===== src/rtl/dll_trunc_index_ctrl.sv =====
// Closed-loop truncation-index controller: tracks peak leading-one position of accumulator dumps per window
// and steers index_out (fast attack, slow decay). Optional override via DLL_TRUNC_INDEX_FORCE_EN.
module dll_trunc_index_ctrl #(
    parameter int INPUT_WIDTH  = 36,
    parameter int OUTPUT_WIDTH = 11,
    parameter int INDEX_WIDTH  = 6,
    parameter int WINDOW_LOG2  = 3,
    parameter int HEADROOM     = 1,
    parameter int INDEX_INIT   = 20
) (
    input  logic                   clk,
    input  logic                   reset_n,
    input  logic                   clear,
    input  logic                   acc_valid,
    input  logic [INPUT_WIDTH-1:0] acc_in,
`ifdef DLL_TRUNC_INDEX_FORCE_EN
    input  logic                   force_en,
    input  logic [INDEX_WIDTH-1:0] force_index,
`endif
    output logic [INDEX_WIDTH-1:0] index_out,
    output logic                   index_update,
    output logic [7:0]             clip_count,
    output logic [INDEX_WIDTH-1:0] window_peak
);

    localparam logic [INDEX_WIDTH-1:0] IDX_LO   = INDEX_WIDTH'(OUTPUT_WIDTH - 1);
    localparam logic [INDEX_WIDTH-1:0] IDX_HI   = INDEX_WIDTH'(INPUT_WIDTH - 1);
    localparam logic [INDEX_WIDTH-1:0] IDX_INIT = INDEX_WIDTH'(INDEX_INIT);
    localparam logic [INDEX_WIDTH:0]   IDX_LO_W = {1'b0, IDX_LO};
    localparam logic [INDEX_WIDTH:0]   IDX_HI_W = {1'b0, IDX_HI};
    localparam logic [INDEX_WIDTH:0]   TGT_OFS  = (INDEX_WIDTH+1)'(1 + HEADROOM);
    localparam logic [INDEX_WIDTH:0]   DECAY_GAP = (INDEX_WIDTH+1)'(2);

    function automatic logic [INDEX_WIDTH-1:0] lead_one(input logic [INPUT_WIDTH-2:0] v);
        logic [INDEX_WIDTH-1:0] pos;
        pos = '0;
        for (int i = 0; i < INPUT_WIDTH - 1; i++) begin
            if (v[i]) pos = INDEX_WIDTH'(i);
        end
        return pos;
    endfunction

    logic                   s1_valid_q, s1_valid_d;
    logic [INDEX_WIDTH-1:0] s1_p_q, s1_p_d;
    logic [WINDOW_LOG2-1:0] win_cnt_q, win_cnt_d;
    logic [INDEX_WIDTH-1:0] max_q, max_d;
    logic [7:0]             clip_acc_q, clip_acc_d;
    logic [INDEX_WIDTH-1:0] index_q, index_d;
    logic                   index_update_q, index_update_d;
    logic [7:0]             clip_count_q, clip_count_d;
    logic [INDEX_WIDTH-1:0] window_peak_q, window_peak_d;

    logic [INPUT_WIDTH-2:0] low_bits;
    logic [INPUT_WIDTH-2:0] mag;
    logic                   clip_hit;
    logic [INDEX_WIDTH-1:0] max_new;
    logic [7:0]             clip_new;
    logic                   win_last;
    logic [INDEX_WIDTH:0]   target_raw;
    logic [INDEX_WIDTH:0]   target_w;
    logic [INDEX_WIDTH:0]   index_w;

    // Stage 1: magnitude (most-negative input saturates) and its leading-one position
    always_comb begin
        low_bits = acc_in[INPUT_WIDTH-2:0];
        mag      = low_bits;
        if (acc_in[INPUT_WIDTH-1]) begin
            if (low_bits == '0) mag = '1;
            else                mag = (INPUT_WIDTH-1)'(~low_bits + 1'b1);
        end
        s1_valid_d = acc_valid & ~clear;
        s1_p_d     = lead_one(mag);
    end

    // Stage 2: window statistics and index adaptation
    always_comb begin
        clip_hit = (s1_p_q >= index_q);
        max_new  = (s1_p_q > max_q) ? s1_p_q : max_q;
        clip_new = (clip_acc_q == 8'hFF) ? 8'hFF : clip_acc_q + {7'd0, clip_hit};
        win_last = s1_valid_q && (win_cnt_q == '1);

        target_raw = {1'b0, max_new} + TGT_OFS;
        target_w   = target_raw;
        if (target_raw < IDX_LO_W) target_w = IDX_LO_W;
        if (target_raw > IDX_HI_W) target_w = IDX_HI_W;
        index_w = {1'b0, index_q};

        win_cnt_d      = win_cnt_q;
        max_d          = max_q;
        clip_acc_d     = clip_acc_q;
        index_d        = index_q;
        index_update_d = 1'b0;
        clip_count_d   = clip_count_q;
        window_peak_d  = window_peak_q;

        if (s1_valid_q) begin
            win_cnt_d = win_cnt_q + 1'b1;
            if (win_last) begin
                index_update_d = 1'b1;
                window_peak_d  = max_new;
                clip_count_d   = clip_new;
                max_d          = '0;
                clip_acc_d     = '0;
                if (target_w > index_w) begin
                    index_d = INDEX_WIDTH'(target_w);
                end else if ((target_w + DECAY_GAP) <= index_w) begin
                    index_d = index_q - 1'b1;
                end
            end else begin
                max_d      = max_new;
                clip_acc_d = clip_new;
            end
        end

`ifdef DLL_TRUNC_INDEX_FORCE_EN
        if (force_en) begin
            if (force_index < IDX_LO)      index_d = IDX_LO;
            else if (force_index > IDX_HI) index_d = IDX_HI;
            else                           index_d = force_index;
        end
`endif

        if (clear) begin
            win_cnt_d      = '0;
            max_d          = '0;
            clip_acc_d     = '0;
            index_d        = IDX_INIT;
            index_update_d = 1'b0;
            clip_count_d   = '0;
            window_peak_d  = '0;
        end
    end

    always_ff @(posedge clk or negedge reset_n) begin
        if (!reset_n) begin
            s1_valid_q     <= 1'b0;
            s1_p_q         <= '0;
            win_cnt_q      <= '0;
            max_q          <= '0;
            clip_acc_q     <= '0;
            index_q        <= IDX_INIT;
            index_update_q <= 1'b0;
            clip_count_q   <= '0;
            window_peak_q  <= '0;
        end else begin
            s1_valid_q     <= s1_valid_d;
            s1_p_q         <= s1_p_d;
            win_cnt_q      <= win_cnt_d;
            max_q          <= max_d;
            clip_acc_q     <= clip_acc_d;
            index_q        <= index_d;
            index_update_q <= index_update_d;
            clip_count_q   <= clip_count_d;
            window_peak_q  <= window_peak_d;
        end
    end

    assign index_out    = index_q;
    assign index_update = index_update_q;
    assign clip_count   = clip_count_q;
    assign window_peak  = window_peak_q;

endmodule

===== config.mk =====
export PLATFORM = sky130hd
export DESIGN_NAME = dll_trunc_index_ctrl
export DESIGN_NICKNAME = d
export VERILOG_FILES = /design/src/rtl/dll_trunc_index_ctrl.sv
export SDC_FILE = /design/constraint.sdc
export NUM_CORES = 1
export LEC_CHECK = 0
export ABC_CLOCK_PERIOD_IN_PS = 11300
export BUFFER_PORTS_ARGS = -buffer_cell sky130_fd_sc_hd__buf_2
export CAP_MARGIN = 20
export CORE_MARGIN = 4
export CORE_UTILIZATION = 35
export DETAILED_ROUTE_END_ITERATION = 16
export SYNTH_ARGS = -nofsm -noshare
export SYNTH_HDL_FRONTEND = slang
export SYNTH_SLANG_ARGS = --single-unit

===== constraint.sdc =====
create_clock -name clk -period 11.3 [get_ports clk]
set_input_delay 0.565 -clock clk [delete_from_list [all_inputs] [get_ports clk]]
set_output_delay 0.565 -clock clk [all_outputs]
set_load 0.05 [all_outputs]

# --- Yosys cells after proc, flatten, opt, wreduce, memory -nomap -nowiden ---
# Index checks and enable logic that the tools add are counted.
word_totals:
  reg_bits: 45
  elab_cells: 95
classes:
  add_sub_neg: 6
  order_cmp: 6
  n_eq_ne: 2
  mux: 62
  n_bitwise: 3
  reduce_logical: 7
ops:
  columns: ["operator", "n"]
  rows:
  - ["$mux 6", 45]
  - ["$mux 35", 2]
  - ["$mux 8", 7]
  - ["$add 35x1->35 const B", 1]
  - ["$logic_not 35->1", 1]
  - ["$not 35->35", 1]
  - ["$mux 7", 2]
  - ["$add 8x1->8", 1]
  - ["$eq 8x8->1 const B", 1]
  - ["$add 6x2->7 const B", 1]
  - ["$add 7x2->7 const B", 1]
  - ["$gt 7x6->1", 1]
  - ["$gt 7x6->1 const B", 1]
  - ["$le 7x6->1", 1]
  - ["$lt 7x4->1 const B", 1]
  - ["$ge 6x6->1", 1]
  - ["$gt 6x6->1", 1]
  - ["$mux 3", 2]
  - ["$sub 6x1->6 const B", 1]
  - ["$mux 1", 4]
  - ["$reduce_bool 2->1", 2]
  - ["$add 3x1->3 const B", 1]
  - ["$eq 3x3->1 const B", 1]
  - ["$reduce_and 3->1", 1]
  - ["other kinds (5)", 5]

# --- Depth between registers and ports, before layout ---
# Gate-level depths: netlist of the first run.
depth:
  ltp_word: 38
  ltp_mapped: 29
  depth_no_buf: 26

# --- Worst setup path after synthesis of the first run ---
# OpenSTA, ideal clock, no wires.
synth_path:
  path_type: "register to register"
  start: "reg s1_p_q[4]"
  end: "reg index_q[3] (netlist: index_out[3])"
  setup_time_ns: 0.131
  arrival_time_ns: 5.594
  required_time_ns: 11.169
  setup_slack_ns: 5.575
  path_stages_with_launch: 25
  synth_period_minus_slack_ns: 5.725
  path_cell_list: "dfrtp_1 -> ha_1 -> nand4_1 -> o22ai_1 -> a21oi_1 -> clkbuf_1 -> clkbuf_1 -> a21o_1 -> ha_1 -> clkbuf_1 -> o2111ai_1 -> o21ba_2 -> mux2i_1 -> o22ai_1 -> or3_1 -> ha_1 -> xor2_1 -> ha_1 -> nand3_1 -> o21ai_0 -> o31ai_1 -> o31ai_1 -> clkbuf_1 -> nor4_1 -> or3_1"
synth_between:
  elab_chain_len: 11
synth_rtl:
  columns: ["element", "line_no", "source"]
  rows:
  - ["from (decl)", "44", "logic [INDEX_WIDTH-1:0] s1_p_q, s1_p_d;"]
  - ["from (signal assigned)", "147", "s1_p_q <= s1_p_d;"]
  - ["$gt 6x6->1", "78", "max_new = (s1_p_q > max_q) ? s1_p_q : max_q;"]
  - ["$mux 6 (*)", "78", null]
  - ["$add 6x2->7 (*)", "82", "target_raw = {1'b0, max_new} + TGT_OFS;"]
  - ["$lt 7x4->1", "84", "if (target_raw < IDX_LO_W) target_w = IDX_LO_W;"]
  - ["$mux 7", "84", null]
  - ["$mux 7 (*)", "85", "if (target_raw > IDX_HI_W) target_w = IDX_HI_W;"]
  - ["parallel branches: the longest is 5 deep, another holds $add 7x2->7", null, null]
  - ["to (signal assigned)", "151", "index_q <= index_d;"]
  - ["to (decl)", "48", "logic [INDEX_WIDTH-1:0] index_q, index_d;"]
# Every way passes the cells marked *. The select of a mux whose other input is x is not followed.
# A chain may end at the register's enable or synchronous reset.

# --- Worst setup path in the final report of the first run ---
layout_path:
  start: "reg s1_p_q[3]"
  end: "reg index_q[3] (netlist: index_out[3])"
# Same word-level chain as after synthesis.

==> results of run 1 <==
power breakdown:
part,internal (uW),total [uW],switching (uW)
Combinational,102,281,179
Sequential,173,186,13.0
Clock,82.3,146,64.2
critical path, stage by stage, from the launching register on:
cell      delay (ns)
dfrtp_1         0.49
ha_1            0.36
o21a_1          0.13
o31ai_1         0.07
a21oi_1         0.13
buf_4           0.28
nor2_1          0.07
a21oi_1         0.36
inv_1           0.12
ha_1            0.31
a31oi_1         0.25
o21ba_2         0.19
mux2i_1         0.33
o22ai_1         0.32
or3_1           0.52
ha_1            0.32
nor2b_1         0.13
o21a_1          0.12
o21bai_1        0.06
a21oi_1         0.64
o31ai_1         0.21
buf_2           0.22
a21oi_1         0.13
nor2_1          0.05
or3_1           0.36
synth_stat cells, drive strengths merged (4+ instances only):
cell type / instances
nor4: 15
nand2: 56
nor2: 54
xor2: 11
o41ai: 11
o32ai: 5
nand2b: 9
o21ai: 43
or2: 5
or4: 5
a21oi: 41
o21a: 7
nand4: 14
nor2b: 11
clkbuf: 34
and3: 7
a21o: 5
nand3: 20
a32oi: 4
o211ai: 4
a31oi: 10
ha: 33
a31o: 9
and2: 8
dfrtp: 43
xnor2: 11
buf: 10
nor3: 28
inv: 28
o22ai: 4
o31ai: 14
or3: 14
mux2i: 14
a211oi: 10
o31a: 4
per-stage QoR:
step / total power [uW] / hold slack (ns) / util
6_report: 613 / 0.0892 / 0.393
5_1_grt: 659 / 0.0966 / 0.393
4_1_cts: 613 / 0.465 / 0.391
3_5_place_dp: 466 / 0.450 / 0.381
3_3_place_gp: 459 / 0.448 / 0.381
2_1_floorplan: 394 / 0.269 / -
logic make-up (layout without fill, tap and decap cells):
family                   Yosys count  count (layout)  share of synthesized area
flip-flops                        45              45                      0.219
buffers and inverters             73             103                     0.0588
AO/OA/AOI/OAI                    212             212                      0.287
adder cells (fa/ha/maj)           33              33                     0.0802
XOR/XNOR                          22              22                     0.0374
multiplexers                      17              17                     0.0338
AND/OR/NAND/NOR                  262             262                      0.284
metal layers:
layer	wire length (um)	share of wire	up-vias
met5	0	0	-
met4	229	0.016	0
met2	6930	0.47	178
li1	-	-	2579
met1	6740	0.46	2514
met3	768	0.052	17
flip-flops by register name, indices dropped and copies added, names as in the netlist:
| signal | flops |
|---|---|
| window_peak | 6 |
| clip_count | 8 |
| max_q | 6 |
| s1_valid_q | 1 |
| win_cnt_q | 3 |
| index_update | 1 |
| s1_p_q | 6 |
| clip_acc_q | 8 |
| index_out | 6 |
area by class of cell:
cell class,instances,area (um^2),share of cell area
Clock inverter,3,21.3,0.00374
Inverter,29,109,0.0191
Sequential cell,45,1130,0.198
Timing Repair Buffer,66,355,0.0625
Multi-Input combinational cell,546,3720,0.654
Clock buffer,5,125,0.0220
Tap cell,184,230,0.0405
path summary, 6_finish.rpt:
kind	to	slack, ns	start	cells after the start
max in group asynchronous	clip_acc_q[7]	10.78	reset_n	2
worst max-delay path	index_out[3]	5.01	s1_p_q[3]	24
worst min-delay path	index_out[3]	0.09	reset_n	1
worst max register to register	index_out[3]	5.01	s1_p_q[3]	24
worst min register to register	clip_count[6]	0.46	clip_count[6]	2
min in group clk	clip_count[6]	0.46	clip_count[6]	2
==> flow_summary.json, run 1 <==
{
  "status": "finished, final reports clean",
  "dieHeight_um": 129,
  "syn_to_final_growth_pct": 10.4,
  "grt_start_max_net_pins": 80,
  "post_cts_buffers": 0,
  "ios": 61,
  "tns_ns": 0,
  "ys.flop_type": "dfrtp_1",
  "async_flop_share": 1.00,
  "relSlewSlack": 0.446,
  "power.density_nw_per_um2": 108,
  "fin_crit_sh": 0.556,
  "dp_slack_ns": 4.91,
  "n_antenna_cell": 0,
  "worst_slack_ns": 5.01,
  "busiest_layer": "met2",
  "synth_area_leaders": "dfrtp_1, ha_1, nand2_1",
  "synth-edff-count": 0,
  "placed_area_um2": 5520,
  "cts_made_buffers": 5,
  "critPathMaxFanout": 21,
  "synth.top_cell.area_share": 0.209,
  "cts.clk_slew.worst_paths_ns": 0.06,
  "drive_gt1_frac": 0.163,
  "final_cells": 878,
  "peakVddDrop_mv": 0.0538,
  "min_period_ns": 6.29,
  "clock.fmax_mhz": 159,
  "hpwl_um": 10900,
  "place_congestion": 0.857,
  "cts-resized-gates": 0,
  "grt_util_met3": 0.0177,
  "die_area_um2": 16700,
  "drc": 0,
  "cts.path.max_buffers": 2,
  "yosysWarnings": 0,
  "first_iter_violations": 396,
  "drt_wl_total_um": 14700,
  "drtAntennaViolNets": 0,
  "use_met1": 0.230,
  "portBuffers": 60,
  "fin_nets": 766,
  "cts_hold_buffers": 0,
  "n_fill_cell": 1503,
  "worst-setup-path-type": "flop to flop",
  "overflow": 0,
  "place_inst": 868,
  "grt_pass1_wl_um": 24000,
  "setup_viol": 0,
  "crit_path_end_kind": "flop",
  "die_x_um": 129,
  "postSynthCellCount": 664,
  "drv_slew": 0,
  "syn_nets": 737,
  "tightestPinTransition_ns": 0.828,
  "clkLatencyLatePin_ns": 0.29,
  "avgViaCountPerCell": 6.02,
  "final_cell_mix": "buf_2, nand2_1, nor2_1",
  "post_synth.cell_area_avg_um2": 7.75,
  "arrival_ns": 6.46,
  "worstPathRequired_ns": 11.47,
  "met2_usage": 0.291,
  "ctsHtreeMaxLevel": 2,
  "wire_per_inst_um": 16.7,
  "vias": 5288,
  "finClkSkew_ns": 0.00702,
  "hold_viol_final": 0,
  "crit_path_start_kind": "flop",
  "start_util": 0.356,
  "drt_first_pass_iters": 5,
  "postLayoutCellArea_um2": 5690,
  "synth_area_leader_cell": "dfrtp_1",
  "synth-seq-cells": 45,
  "synth_area_um2": 5150,
  "synth_seq_area_share": 0.219,
  "tritoncts": "done",
  "leakage_uw": 0.00238,
  "core_um2": 14500,
  "cts_root_buffer": "clkbuf_16",
  "grt_antenna_before_repair": 0,
  "synth_cell_types": 89,
  "placementRows": 44,
  "final_common_cell": "buf_2",
  "grt_usage": 0.170,
  "clkSinkCount": 45,
  "cap_violations": 0,
  "grt_pass1_vias": 4989,
  "rsz0062_at_grt": "no",
  "hold_class": "primary input to asynchronous set/reset pin"
}
(Power assumes the default switching activity.)
==> run 2, diff against run 1 <==
--- a/config.mk
+++ b/config.mk
@@ -5,7 +5,8 @@
 export SDC_FILE = /design/constraint.sdc
 export NUM_CORES = 1
 export LEC_CHECK = 0
-export ABC_CLOCK_PERIOD_IN_PS = 11300
+export ABC_AREA = 1
+export ABC_CLOCK_PERIOD_IN_PS = 6000
 export BUFFER_PORTS_ARGS = -buffer_cell sky130_fd_sc_hd__buf_2
 export CAP_MARGIN = 20
 export CORE_MARGIN = 4
==> constraint.sdc (replaced) <==
create_clock -name clk -period 6 [get_ports clk]
set_input_delay 0.3 -clock clk [delete_from_list [all_inputs] [get_ports clk]]
set_output_delay 0.3 -clock clk [all_outputs]
set_load 0.05 [all_outputs]
==> run 2 against run 1 <==
- first-iteration DRC count down 54%
- critical path type unchanged
- largest power group unchanged
- register-to-register slack worse by 3.9 ns
- worst setup slack worse by 3.9 ns
- final cell count down 5.0%
- wire length down 32%
- clock skew about the same
==> flow_summary.json, run 2 <==
{
  "finClkSkew_ns": 0.00654,
  "worstPathRequired_ns": 6.21,
  "postSynthCellCount": 630,
  "hold_viol_final": 0,
  "dieHeight_um": 117,
  "grt_usage": 0.144,
  "tns_ns": 0,
  "syn_to_final_growth_pct": 15.1,
  "vias": 4059,
  "synth-edff-count": 0,
  "wire_per_inst_um": 12.0,
  "status": "finished, final reports clean",
  "final_cells": 834,
  "cts.clk_slew.worst_paths_ns": 0.06,
  "tritoncts": "done",
  "fin_nets": 763,
  "clock.fmax_mhz": 206,
  "yosysWarnings": 0,
  "crit_path_end_kind": "flop",
  "relSlewSlack": 0.405,
  "arrival_ns": 5.06,
  "drc": 0,
  "ctsHtreeMaxLevel": 2,
  "crit_buf_inv": 3,
  "post_cts_buffers": 0,
  "place_inst": 824,
  "grt_pass1_wl_um": 17300,
  "clkSinkCount": 45,
  "cts_root_buffer": "clkbuf_16",
  "crit_family": "compound AO/OA/AOI/OAI gates",
  "drt_first_pass_iters": 4,
  "min_period_ns": 4.85,
  "avgViaCountPerCell": 4.87,
  "worst-setup-path-type": "flop to flop",
  "ys.flop_type": "dfrtp_1",
  "synth-seq-cells": 45,
  "final_common_cell": "nand2_1",
  "syn_nets": 703,
  "cts.path.max_buffers": 2,
  "crit_path_start_kind": "flop",
  "cts_hold_buffers": 0,
  "first_iter_violations": 183,
  "placementRows": 39,
  "ios": 61,
  "async_flop_share": 1.00,
  "n_antenna_cell": 0,
  "peakVddDrop_mv": 0.102,
  "drive_gt1_frac": 0.145,
  "synth_commonest_cells": "nand2_1, inv_1, nor2_1",
  "synth.top_cell.area_share": 0.257,
  "post-synth-top-count-cell": "nand2_1",
  "die_x_um": 117,
  "power.density_nw_per_um2": 282,
  "hold_class": "primary input to flop",
  "cap_violations": 0,
  "multi_input_area_um2": 2600,
  "hpwl_um": 8070,
  "portBuffers": 60,
  "setup_viol": 0,
  "synth_area_um2": 4190,
  "start_util": 0.362,
  "drtAntennaViolNets": 0,
  "synth_area_leaders": "dfrtp_1, nand2_1, ha_1",
  "die_area_um2": 13800,
  "r2r_slack_ns": 1.15,
  "final_cell_mix": "nand2_1, inv_1, nor2_1",
  "clkLatencyLatePin_ns": 0.28,
  "cts-resized-gates": 0,
  "overflow": 0,
  "synth_seq_area_share": 0.270,
  "drt_wl_total_um": 9970,
  "n_fill_cell": 1195,
  "hold_ws_ns": 0.229,
  "synth_cell_types": 48,
  "core_um2": 11600,
  "grt_pass1_vias": 3865,
  "critical-path-slowest-cell": "a32oi_1",
  "tightestPinTransition_ns": 0.886,
  "drv_slew": 0,
  "seqCellArea_um2": 1130,
  "grt_start_max_net_pins": 46,
  "grt_antenna_before_repair": 0,
  "worst_slack_ns": 1.15,
  "fin_crit_sh": 0.808,
  "dp_slack_ns": 1.19,
  "post_synth.cell_area_avg_um2": 6.65,
  "cts_made_buffers": 5,
  "place_congestion": 0.896,
  "rsz0062_at_grt": "no",
  "synth_area_leader_cell": "dfrtp_1",
  "critPathMaxFanout": 12,
  "max_stage_delay_ns": 0.43,
  "leakage_uw": 0.00256
}
## run 2: tightest hold or removal path, cell delays in order
cell    delay, ns
buf_2        0.09
inv_1        0.04
nor2_1       0.03
## run 2: layout make-up
| type | instances | area share |
|---|---|---|
| clock buffer | 6 | 0.0267 |
| clock inverter | 2 | 0.00805 |
| sequential | 45 | 0.234 |
| timing repair buffer | 62 | 0.0685 |
| tap | 143 | 0.0371 |
| multi-input combinational | 465 | 0.539 |
| inverter | 111 | 0.0864 |
## run 2: where the power goes
group | internal (uW) | switching, uW
clock network | 197 | 115
registers | 339 | 26.7
logic | 229 | 451
## run 2: per-layer routing
| layer | wire, um | global-route usage | vias to the layer above | part of all wire |
|---|---|---|---|---|
| met5 | 0 | 0 | - | 0 |
| li1 | - | - | 2152 | - |
| met2 | 4720 | 0.254 | 70 | 0.47 |
| met4 | 73 | 0.0227 | 0 | 0.0073 |
| met1 | 4860 | 0.193 | 1829 | 0.49 |
| met3 | 316 | 0.0168 | 8 | 0.032 |
## run 2: worst paths after layout
| kind | to | cells after the start | from |
|---|---|---|---|
| setup / recovery | index_out[2] | 27 | s1_p_q[3] |
| hold / removal | s1_valid_q | 3 | acc_valid |
| setup reg to reg | index_out[2] | 27 | s1_p_q[3] |
| hold reg to reg | clip_count[7] | 2 | clip_count[7] |
| max in group asynchronous | index_out[2] | 3 | reset_n |
| min in group asynchronous | win_cnt_q[0] | 2 | reset_n |
## run 2: per-stage QoR
stage,power (uW),util,cell area (um^2)
6_report,1360,0.417,4820
5_1_grt,1480,0.417,4820
4_1_cts,1370,0.414,4790
3_5_place_dp,1050,0.400,4620
3_3_place_gp,1030,0.400,4620
2_1_floorplan,876,-,4190
## run 2: kinds of logic (layout without fill, tap and decap cells)
family,count (synthesis),after routing,synth area share
AOI/OAI and AO/OA,107,107,0.154
xor gates and xnor gates,24,24,0.0502
adders and majority gates,33,33,0.0986
buffers and inverters,120,181,0.110
DFF,45,45,0.270
and+or+nand+nor,301,301,0.318
